## config.mk

```make
export PLATFORM = sky130hd
export DESIGN_NAME = sync_fifo_ctrl
export DESIGN_NICKNAME = d
export VERILOG_FILES = /design/src/rtl/fifo_pkg.sv /design/src/rtl/fifo_mem.sv /design/src/rtl/sync_fifo_ctrl.sv
export SDC_FILE = /design/constraint.sdc
export NUM_CORES = 1
export LEC_CHECK = 0
export CORE_MARGIN = 2
export CORE_UTILIZATION = 58
export CTS_CLUSTER_DIAMETER = 30
export DETAILED_ROUTE_END_ITERATION = 6
export PLACE_DENSITY = 0.86
export SKIP_CTS_REPAIR_TIMING = 1
export SLEW_MARGIN = 20
export SYNTH_ARGS = -nofsm -noshare
export SYNTH_HDL_FRONTEND = slang
export SYNTH_SLANG_ARGS = --single-unit
export TNS_END_PERCENT = 50
```

## constraint.sdc

```tcl
create_clock -name clk -period 4.1 [get_ports clk]
set_clock_uncertainty 0.15 [all_clocks]
set_input_delay 1.23 -clock clk [delete_from_list [all_inputs] [get_ports clk]]
set_output_delay 1.23 -clock clk [all_outputs]
set_load 0.03 [all_outputs]
```

## src/rtl/fifo_pkg.sv

```systemverilog
// Shared definitions for the synchronous FIFO family.
// Latency: n/a (types, constants and constant functions only).
// Backpressure: n/a.
// Contents: clog2 for sizing pointers/level, bit positions of the
// sticky error flags as they appear in the MMIO status register.
package fifo_pkg;

  // Error-flag bit positions in the MMIO status word.
  localparam int ERR_OVERFLOW_BIT  = 0;
  localparam int ERR_UNDERFLOW_BIT = 1;
  localparam int ERR_BITS          = 2;

  // Ceiling log2, usable in constant (parameter) expressions.
  // clog2(1) = 0, clog2(6) = 3, clog2(8) = 3.
  function automatic int clog2(input int value);
    int r;
    r = 0;
    for (int v = value - 1; v > 0; v = v >> 1) begin
      r = r + 1;
    end
    return r;
  endfunction

endpackage

```

## src/rtl/fifo_mem.sv

```systemverilog
// Storage array for sync_fifo_ctrl: DEPTH x WIDTH, not reset.
// Latency: write lands on the clock edge; read is combinational from rd_addr.
// Backpressure: none, the controller only writes free slots.
// Ports: clk; wr_en/wr_addr/wr_data synchronous write; rd_addr -> rd_data async read.
module fifo_mem
  import fifo_pkg::*;
#(
  parameter int DEPTH = 32,
  parameter int WIDTH = 8
) (
  input  logic                      clk,
  input  logic                      wr_en,
  input  logic [clog2(DEPTH)-1:0]   wr_addr,
  input  logic [WIDTH-1:0]          wr_data,
  input  logic [clog2(DEPTH)-1:0]   rd_addr,
  output logic [WIDTH-1:0]          rd_data
);

  logic [WIDTH-1:0] mem [DEPTH];

  always_ff @(posedge clk) begin
    if (wr_en) begin
      mem[wr_addr] <= wr_data;
    end
  end

  assign rd_data = mem[rd_addr];

endmodule

```

## src/rtl/sync_fifo_ctrl.sv

```systemverilog
// Synchronous FIFO of any depth with threshold flags, occupancy and sticky errors.
// Latency: push visible in level/flags after 1 edge; read data 1 cycle after pop (FWFT=0) or show-ahead (FWFT=1).
// Backpressure: push at full is dropped (overflow) unless a pop lands in the same cycle; pop at empty is dropped (underflow).
// Ports: clk/rst (sync, active-high); wr_en/wr_data push; rd_en pop request;
//   rd_data/rd_valid read side; full/empty/almost_full/almost_empty/level status;
//   overflow/underflow sticky errors, cleared by clear_err.
module sync_fifo_ctrl
  import fifo_pkg::*;
#(
  parameter int DEPTH     = 32,
  parameter int WIDTH     = 8,
  parameter int AF_MARGIN = 3,
  parameter int AE_LEVEL  = 1,
  parameter int FWFT      = 0,
  parameter int READ_EDGE = 1
) (
  input  logic                    clk,
  input  logic                    rst,
  input  logic                    wr_en,
  input  logic [WIDTH-1:0]        wr_data,
  input  logic                    rd_en,
  output logic [WIDTH-1:0]        rd_data,
  output logic                    rd_valid,
  output logic                    full,
  output logic                    empty,
  output logic                    almost_full,
  output logic                    almost_empty,
  output logic [clog2(DEPTH):0]   level,
  output logic                    overflow,
  output logic                    underflow,
  input  logic                    clear_err
);

  localparam int AW = clog2(DEPTH);
  localparam int LW = AW + 1;

  logic [AW-1:0]       wr_ptr;
  logic [AW-1:0]       rd_ptr;
  logic [LW-1:0]       level_q;
  logic                rd_en_q;
  logic [ERR_BITS-1:0] err_q;
  logic [ERR_BITS-1:0] err_set;
  logic                pop_req;
  logic                pop_ok;
  logic                push_ok;
  logic [WIDTH-1:0]    mem_rd_data;

  // Depth need not be a power of two, so wrap by explicit compare.
  function automatic logic [AW-1:0] ptr_inc(input logic [AW-1:0] p);
    return (p == AW'(DEPTH - 1)) ? '0 : p + AW'(1);
  endfunction

  // Status flags decode straight from the level register.
  assign empty        = (level_q == '0);
  assign full         = (level_q == LW'(DEPTH));
  assign almost_full  = (int'(level_q) >= (DEPTH - AF_MARGIN));
  assign almost_empty = (int'(level_q) <= AE_LEVEL);
  assign level        = level_q;

  assign pop_req = (READ_EDGE != 0) ? (rd_en & ~rd_en_q) : rd_en;
  assign pop_ok  = pop_req & ~empty;
  // A pop in the same cycle frees the slot, so a push at full still fits.
  assign push_ok = wr_en & (~full | pop_ok);

  always_comb begin
    err_set                    = '0;
    err_set[ERR_OVERFLOW_BIT]  = wr_en & ~push_ok;
    err_set[ERR_UNDERFLOW_BIT] = pop_req & ~pop_ok;
  end

  assign overflow  = err_q[ERR_OVERFLOW_BIT];
  assign underflow = err_q[ERR_UNDERFLOW_BIT];

  always_ff @(posedge clk) begin
    if (rst) begin
      wr_ptr  <= '0;
      rd_ptr  <= '0;
      level_q <= '0;
      rd_en_q <= 1'b0;
      err_q   <= '0;
    end else begin
      rd_en_q <= rd_en;
      if (push_ok) begin
        wr_ptr <= ptr_inc(wr_ptr);
      end
      if (pop_ok) begin
        rd_ptr <= ptr_inc(rd_ptr);
      end
      case ({push_ok, pop_ok})
        2'b10:   level_q <= level_q + LW'(1);
        2'b01:   level_q <= level_q - LW'(1);
        default: level_q <= level_q;
      endcase
      // New errors take priority over a same-cycle clear.
      err_q <= (err_q & ~{ERR_BITS{clear_err}}) | err_set;
    end
  end

  fifo_mem #(
    .DEPTH (DEPTH),
    .WIDTH (WIDTH)
  ) u_mem (
    .clk     (clk),
    .wr_en   (push_ok & ~rst),
    .wr_addr (wr_ptr),
    .wr_data (wr_data),
    .rd_addr (rd_ptr),
    .rd_data (mem_rd_data)
  );

  if (FWFT != 0) begin : g_fwft
    // Head entry is always presented; a pop just advances rd_ptr.
    assign rd_data  = mem_rd_data;
    assign rd_valid = ~empty;
  end else begin : g_reg_read
    logic [WIDTH-1:0] rd_data_q;
    logic             rd_valid_q;

    always_ff @(posedge clk) begin
      if (rst) begin
        rd_data_q  <= '0;
        rd_valid_q <= 1'b0;
      end else begin
        rd_valid_q <= pop_ok;
        if (pop_ok) begin
          rd_data_q <= mem_rd_data;
        end
      end
    end

    assign rd_data  = rd_data_q;
    assign rd_valid = rd_valid_q;
  end

endmodule

```

* Word level (Yosys, flattened, before mapping)
Memories as Yosys holds them, arrays and structs flattened. A register that Yosys moved wholly into a read port is not among the register bits. Index checks and enable logic that the tools add are counted.
Storage, ports and cells: logic and storage cells 41, output and inout bits 21, input port bits 13, memories 1, RAM bits 256, register bits after elaboration 20
Memories:
- u_mem.mem | words 32, bits a word 8, read ports 1, clocked after memory_dff 1, wr ports 1, line fifo_mem.sv:19 | logic [WIDTH-1:0] mem [DEPTH];
Operators by class: reduce and logical (&&, ||, !) cells 2, eq/ne operators 5, bitwise operators 16, magnitude comparators 2, muxes and demuxes 5, add/sub/neg operators 4
Operator list (count):
- case mux 6 bit (2 select lines) | 1
- adder 5 x 1 -> 5 bit (second input constant) | 2
- == test 5 bit (second input constant) | 2
- two-way mux 5 bit | 2
- adder 6 x 1 -> 6 bit (second input constant) | 1
- bitwise AND 1 bit | 6
- == test 6 bit (second input constant) | 1
- greater-or-equal comparator 6 x 5 -> 1 bit (second input constant) | 1
- <= comparator 6 x 1 -> 1 bit (second input constant) | 1
- zero test 6 bit | 1
- NOT 1 bit | 6
- subtractor 6 x 1 -> 6 bit (second input constant) | 1
- bitwise AND 2 bit | 1
- == test 2 x 1 -> 1 bit (second input constant) | 1
- == test 2 bit (second input constant) | 1
- two-way mux 1 bit | 2
- NOT 2 bit | 1
- bitwise OR 2 bit | 1
- nonzero test 2 bit | 1
- bitwise OR 1 bit | 1

* Logic depth before layout (Yosys ltp)
Gate-level depths: netlist of run 1.
depth after elaboration 8, depth in mapped cells 8, gate-level depth less buffers 7

* Cells and area by module
From an unflattened synthesis of run 1, not the netlist that was laid out.
Second synthesis, totals: cells, all modules 585, area, all modules 11377.2 µm²
By module, submodules not included:
- fifo_mem | cells an instance 409, instances 1, area each 9893.2 µm²
- sync_fifo_ctrl | cells an instance 176, instances 1, area each 1483.9 µm²

* Least setup slack after synthesis of run 1
No wires, ideal clock.
path kind register to output, start point register level_q[0], in the netlist level[0], end point output empty, buffers on the path 1, path slack 0.926 ns, data required time 2.720 ns, arrival 1.794 ns, stages on the path, launching flop included 6, cell sequence dfxtp_1 > inv_1 > ha_1 > or4b_1 > buf_6 > nor2_1
Between the ends: cells in the longest elaborated chain, start to end 1
RTL lines:
- start: declaration | line sync_fifo_ctrl.sv:39 | logic [LW-1:0] level_q;
- start signal: assignment | line sync_fifo_ctrl.sv:90 | 2'b10: level_q <= level_q + LW'(1);
- start signal: assignment | line sync_fifo_ctrl.sv:91 | 2'b01: level_q <= level_q - LW'(1);
- start signal: assignment | line sync_fifo_ctrl.sv:92 | default: level_q <= level_q;
- zero test 6 bit | line sync_fifo_ctrl.sv:54 | assign empty = (level_q == '0);
- end: declaration | line sync_fifo_ctrl.sv:25 | output logic empty,
No other way between the ends.

* Final worst setup path of run 1
Same ends and word-level chain as after synthesis.

==> results of run 1 <==
-- cell families after synthesis --
logic type               count (synthesis)  synth area share
XOR/XNOR                                 3           0.00233
buffers and inverters                   41            0.0164
multiplexers                            69             0.135
AND/OR/NAND/NOR                        127            0.0538
flip-flops                             284             0.732
adder cells (fa/ha/maj)                 11            0.0122
AO/OA/AOI/OAI                           77            0.0480
-- cell usage in the layout, fill, tap and decap left out, types with 4 or more instances in the layout --
master / n
nor2_1: 62
a21oi_1: 20
nor2b_1: 7
edfxtp_1: 256
clkinv_2: 4
inv_6: 10
a211oi_1: 9
clkinv_1: 4
clkbuf_16: 43
a22oi_1: 29
o21ai_0: 7
clkinvlp_4: 6
nor3_1: 13
buf_4: 12
nand2_1: 18
inv_1: 6
and3_1: 4
ha_1: 11
clkdlybuf4s50_1: 30
dfxtp_1: 26
mux4_2: 65
inv_8: 4
-- power groups by stage --
stage                     sequential (mW)  clock [mW]  combinational (mW)
after floorplan                      3.41           0               0.720
after global placement               3.39           0                1.07
after detailed placement             3.40           0                1.09
after CTS                            3.34        3.40                1.10
after global routing                 3.35        3.51                1.18
final                                3.34        3.37                1.11
-- cell usage after synthesis (9+ instances only) --
master	count
a22oi_1	29
nor2_1	62
edfxtp_1	256
clkbuf_1	17
buf_2	10
ha_1	11
a21oi_1	20
mux4_2	65
a211oi_1	9
nor3_1	13
nand2_1	18
dfxtp_1	28
-- worst max-delay path: stages (launching register included) --
cell            delay, ns
dfxtp_1              0.36
inv_1                0.14
ha_1                 0.17
or4b_1               0.61
nor2_1               0.23
dlymetal6s2s_1       0.32
-- worst max-delay path by stage --
stage               depth (start not counted)     start                to  slack, ns
CTS                                         5  level[0]             empty      -0.05
global placement                            6     rd_en  u_mem.mem[23][1]       0.28
global route                                5  level[0]             empty       0.23
finish                                      5  level[0]             empty       0.35
floorplan                                   5  level[0]             empty       0.93
detailed placement                          6     rd_en  u_mem.mem[17][2]       0.08
-- flip-flops by register name, summed over array words and instances (netlist names) --
signal	count
rd_valid	1
err_q	2
rd_data	8
rd_en_q	1
wr_ptr	5
rd_ptr	5
level	6
u_mem.mem	256
-- area by class of cell --
class,instances,area [sq um],area share
sequential,284,8250,0.624
multi-input combinational,287,2830,0.214
clock buffer,46,1090,0.0822
timing repair buffer,47,460,0.0348
tap,260,325,0.0246
clock inverter,31,254,0.0192
inverter,6,22.5,0.00170
-- per-stage QoR --
| stage | worst slack [ns] | util |
|---|---|---|
| floorplan | 0.926 | - |
| global placement | 0.276 | 0.629 |
| detailed placement | 0.0837 | 0.629 |
| CTS | -0.0528 | 0.700 |
| global route | 0.227 | 0.700 |
| finish | 0.353 | 0.700 |
-- per-layer routing --
layer | GRT usage | part of all wire | wire length [um]
met1 | 0.356 | 0.37 | 9690
met2 | 0.425 | 0.48 | 12600
met3 | 0.0776 | 0.11 | 3000
met4 | 0.0960 | 0.036 | 944
met5 | 0 | 0 | 0
==> qor.yml, run 1 <==
setup_tns_ns: 0
power_frac_seq: 0.427
finalCriticalPeriod_ns: 3.75
n_antenna_cell: 0
hold_viol: 0
syn-num-nets: 636
min_path_type: "reg -> reg"
fin_crit_sh: 0.914
cts_root_buffer: "clkbuf_16"
cts_buffers: 42
setup_viol: 0
critPathLaunchType: "flop"
total_power_mw: 7.82
initial_utilization: 0.596
syn_area_per_cell_sq_um: 18.4
place_congestion: 0.883
rr_startpoint: "level[0]"
drc: 0
cts_tree: "done"
placedCellCount: 884
dieArea_sq_mm: 0.0205
rows: 50
rsz0062_at_grt: "false"
first_iter_violations: 883
power.density_mw_per_mm2: 591
fin_cells: 961
min_delay_path_depth: 2
ys.flop_type: "edfxtp_1"
async_flop_share: 0
critPathKind: "reg -> out"
io_buffers: 33
grt_pass1_vias: 6408
die_h_um: 143
swShare: 0.271
hp-start: "rd_data[6]"
clkPwrFrac: 0.431
fin_nets: 692
numClockSinks: 284
netlist_instances: 612
core_sq_mm: 0.0189
ant_nets: 0
syn_area_sq_mm: 0.0113
leakage_nw: 4.21
ff2ff_setup_slack_ns: 0.84
combPwrFrac: 0.142
synth_top_area_cell: "edfxtp_1"
relSlewSlack: 0.349
placed_cell_area_sq_mm: 0.0119
yosysWarnings: 0
netSwitchingPower_mw: 2.12
ys_seq_elements: 284
p_int_mw: 5.70
clock_latency_ns: 0.53
io-pin-count: 34
vias: 6359
slew_viol_final: 0
cts_max_path_buffers: 3
grt_pass1_wl_um: 39300
yosysUniqueCellTypes: 46
hold_ws_ns: 0.353
max_freq_mhz: 267
endpoint_kind: "output pin"
htree_levels: 2
antenna_found_initial: 0
synth-edff-count: 256
dpl.hpwl_um: 15100
dr.pass1.iters: 6
grtUsageTotal: 0.266
wire_per_inst_um: 27.3
yosysTopAreaCellShare: 0.683
drive_above_1_share: 0.233
required_ns: 2.72
status: "finished, final reports clean"
crit_fanout: 6
syn_to_final_growth_pct: 17.5
fillers: 1120
reg2reg_to: "u_mem.mem[17][5]"
critPathArrivalTime_ns: 2.37
cap_violations: 0
grt_max_degree: 41
ir_drop_v: 0.000304
seq_area_frac_synth: 0.732
drt_wl_total_um: 26200
clk_pin_slew_ns: 0.05
fin_area_sq_mm: 0.0132
synth.area.top_cells: "edfxtp_1 (68%), mux4_2 (13%), dfxtp_1 (5.0%)"
worst_pin_slew_ns: 0.976
holdPathEnd: "rd_data[6]"
reg2regPathDepth: 7
vias_per_cell: 6.62
die_w_um: 143
overflow: 0
(Power assumes the default switching activity.)
==> inputs of run 2 (changes only) <==
--- a/config.mk
+++ b/config.mk
@@ -5,6 +5,7 @@
 export SDC_FILE = /design/constraint.sdc
 export NUM_CORES = 1
 export LEC_CHECK = 0
+export CORE_ASPECT_RATIO = 1.5
 export CORE_MARGIN = 2
 export CORE_UTILIZATION = 58
 export CTS_CLUSTER_DIAMETER = 30
==> qor.yml, run 2 (synthesized netlist as in run 1, its figures left out) <==
status: "finished, final reports clean"
use_met1: 0.302
cts_tree: "done"
cts_buffers: 36
mostFrequentLayoutCells: "edfxtp_1 (256), mux4_2 (65), nor2_1 (62)"
fin_cells: 981
grt_pass1_vias: 6407
grt_pass1_wl_um: 38300
netSwitchingPower_mw: 2.05
fin_area_sq_mm: 0.0134
clock_latency_ns: 0.51
largest_reg_flops: 256
critPathArrivalTime_ns: 2.40
critPathKind: "reg -> out"
ir_drop_v: 0.000359
power_frac_seq: 0.437
rr_startpoint: "level[1]"
core_sq_mm: 0.0191
crit_start: "level[1]"
crit_fanout: 7
clk_pin_slew_ns: 0.06
dieArea_sq_mm: 0.0206
cts_max_path_buffers: 3
n_antenna_cell: 0
placedCellCount: 915
cts_root_buffer: "clkbuf_16"
max_freq_mhz: 264
leakage_nw: 4.35
swShare: 0.269
critPathLaunchType: "flop"
die_h_um: 175
slew_viol_final: 0
dr.pass1.iters: 5
placed_cell_area_sq_mm: 0.0121
grtUsageTotal: 0.248
wire_per_inst_um: 25.9
drc: 0
p_int_mw: 5.57
required_ns: 2.72
first_iter_violations: 672
fin_crit_sh: 0.922
drt_wl_total_um: 25400
fin_nets: 721
rsz0062_at_grt: "false"
io-pin-count: 34
endpoint_kind: "output pin"
regMostFlops: "u_mem.mem"
worst_pin_slew_ns: 0.685
overflow: 0
grt_use_met3: 0.0343
post-place-ws_ns: 0.448
numClockSinks: 284
htree_levels: 2
total_power_mw: 7.62
dpl.hpwl_um: 15300
initial_utilization: 0.590
place_congestion: 0.897
vias_per_cell: 6.46
clkPwrFrac: 0.414
cap_violations: 0
reg2regPathDepth: 8
use_met2: 0.435
mostFrequentLayoutCell: "edfxtp_1"
fillers: 1147
vias: 6335
grt_max_degree: 36
die_w_um: 118
utilization: 0.700
drive_above_1_share: 0.265
rows: 62
setup_viol: 0
io_buffers: 33
relSlewSlack: 0.543
syn_to_final_growth_pct: 18.6
finalWorstSetupSlack_ns: 0.319
endpoint: "empty"
power.density_mw_per_mm2: 570
min_path_type: "reg -> reg"
ant_nets: 0
grt-busiest-layer: "met2"
antenna_found_initial: 0
finalCriticalPeriod_ns: 3.78
ff2ff_setup_slack_ns: 0.91
combPwrFrac: 0.149
hold_viol: 0
reg2reg_to: "u_mem.mem[2][3]"
[run 2: final cells by class]
| type | count | area, sq um | area share |
|---|---|---|---|
| Tap cell | 256 | 320 | 0.0240 |
| Multi-Input combinational cell | 287 | 2830 | 0.212 |
| Timing Repair Buffer | 82 | 698 | 0.0523 |
| Clock buffer | 38 | 930 | 0.0696 |
| Clock inverter | 28 | 302 | 0.0226 |
| Sequential cell | 284 | 8250 | 0.618 |
| Inverter | 6 | 22.5 | 0.00169 |
[run 2: worst min-delay path by stage]
stage               startpoint         end  slack, ns  depth (start not counted)
floorplan            wr_ptr[3]   wr_ptr[3]       0.34                          2
global placement      err_q[0]    err_q[0]       0.33                          2
detailed placement  rd_data[4]  rd_data[4]       0.35                          2
CTS                 rd_data[4]  rd_data[4]       0.36                          2
global route        rd_data[6]  rd_data[6]       0.38                          2
finish              rd_data[4]  rd_data[4]       0.36                          2
[run 2: layer usage]
metal  up-vias  routed length (um)
met3       106                1760
li1       2645                   -
met1      3180                8930
met4         0                1410
met2       404               13300
met5         -                   0
[run 2: power groups by stage]
stage	registers (mW)	clock network (mW)	logic (mW)
6_report	3.33	3.15	1.14
5_1_grt	3.34	3.30	1.20
4_1_cts	3.33	3.19	1.14
3_5_place_dp	3.39	0	1.12
3_3_place_gp	3.38	0	1.08
2_1_floorplan	3.41	0	0.720
[run 2: metrics by stage]
stage | setup TNS (ns) | hold WS, ns
5_1_grt | 0 | 0.379
3_3_place_gp | 0 | 0.329
2_1_floorplan | 0 | 0.343
4_1_cts | -0.128 | 0.358
6_report | 0 | 0.361
3_5_place_dp | 0 | 0.345
[run 2: worst max-delay path, stage by stage, from the launching register on]
cell and delay [ns]:
dfxtp_1 0.37, inv_1 0.12, ha_1 0.17, or4b_1 0.64, nor2_1 0.26, dlymetal6s2s_1 0.33
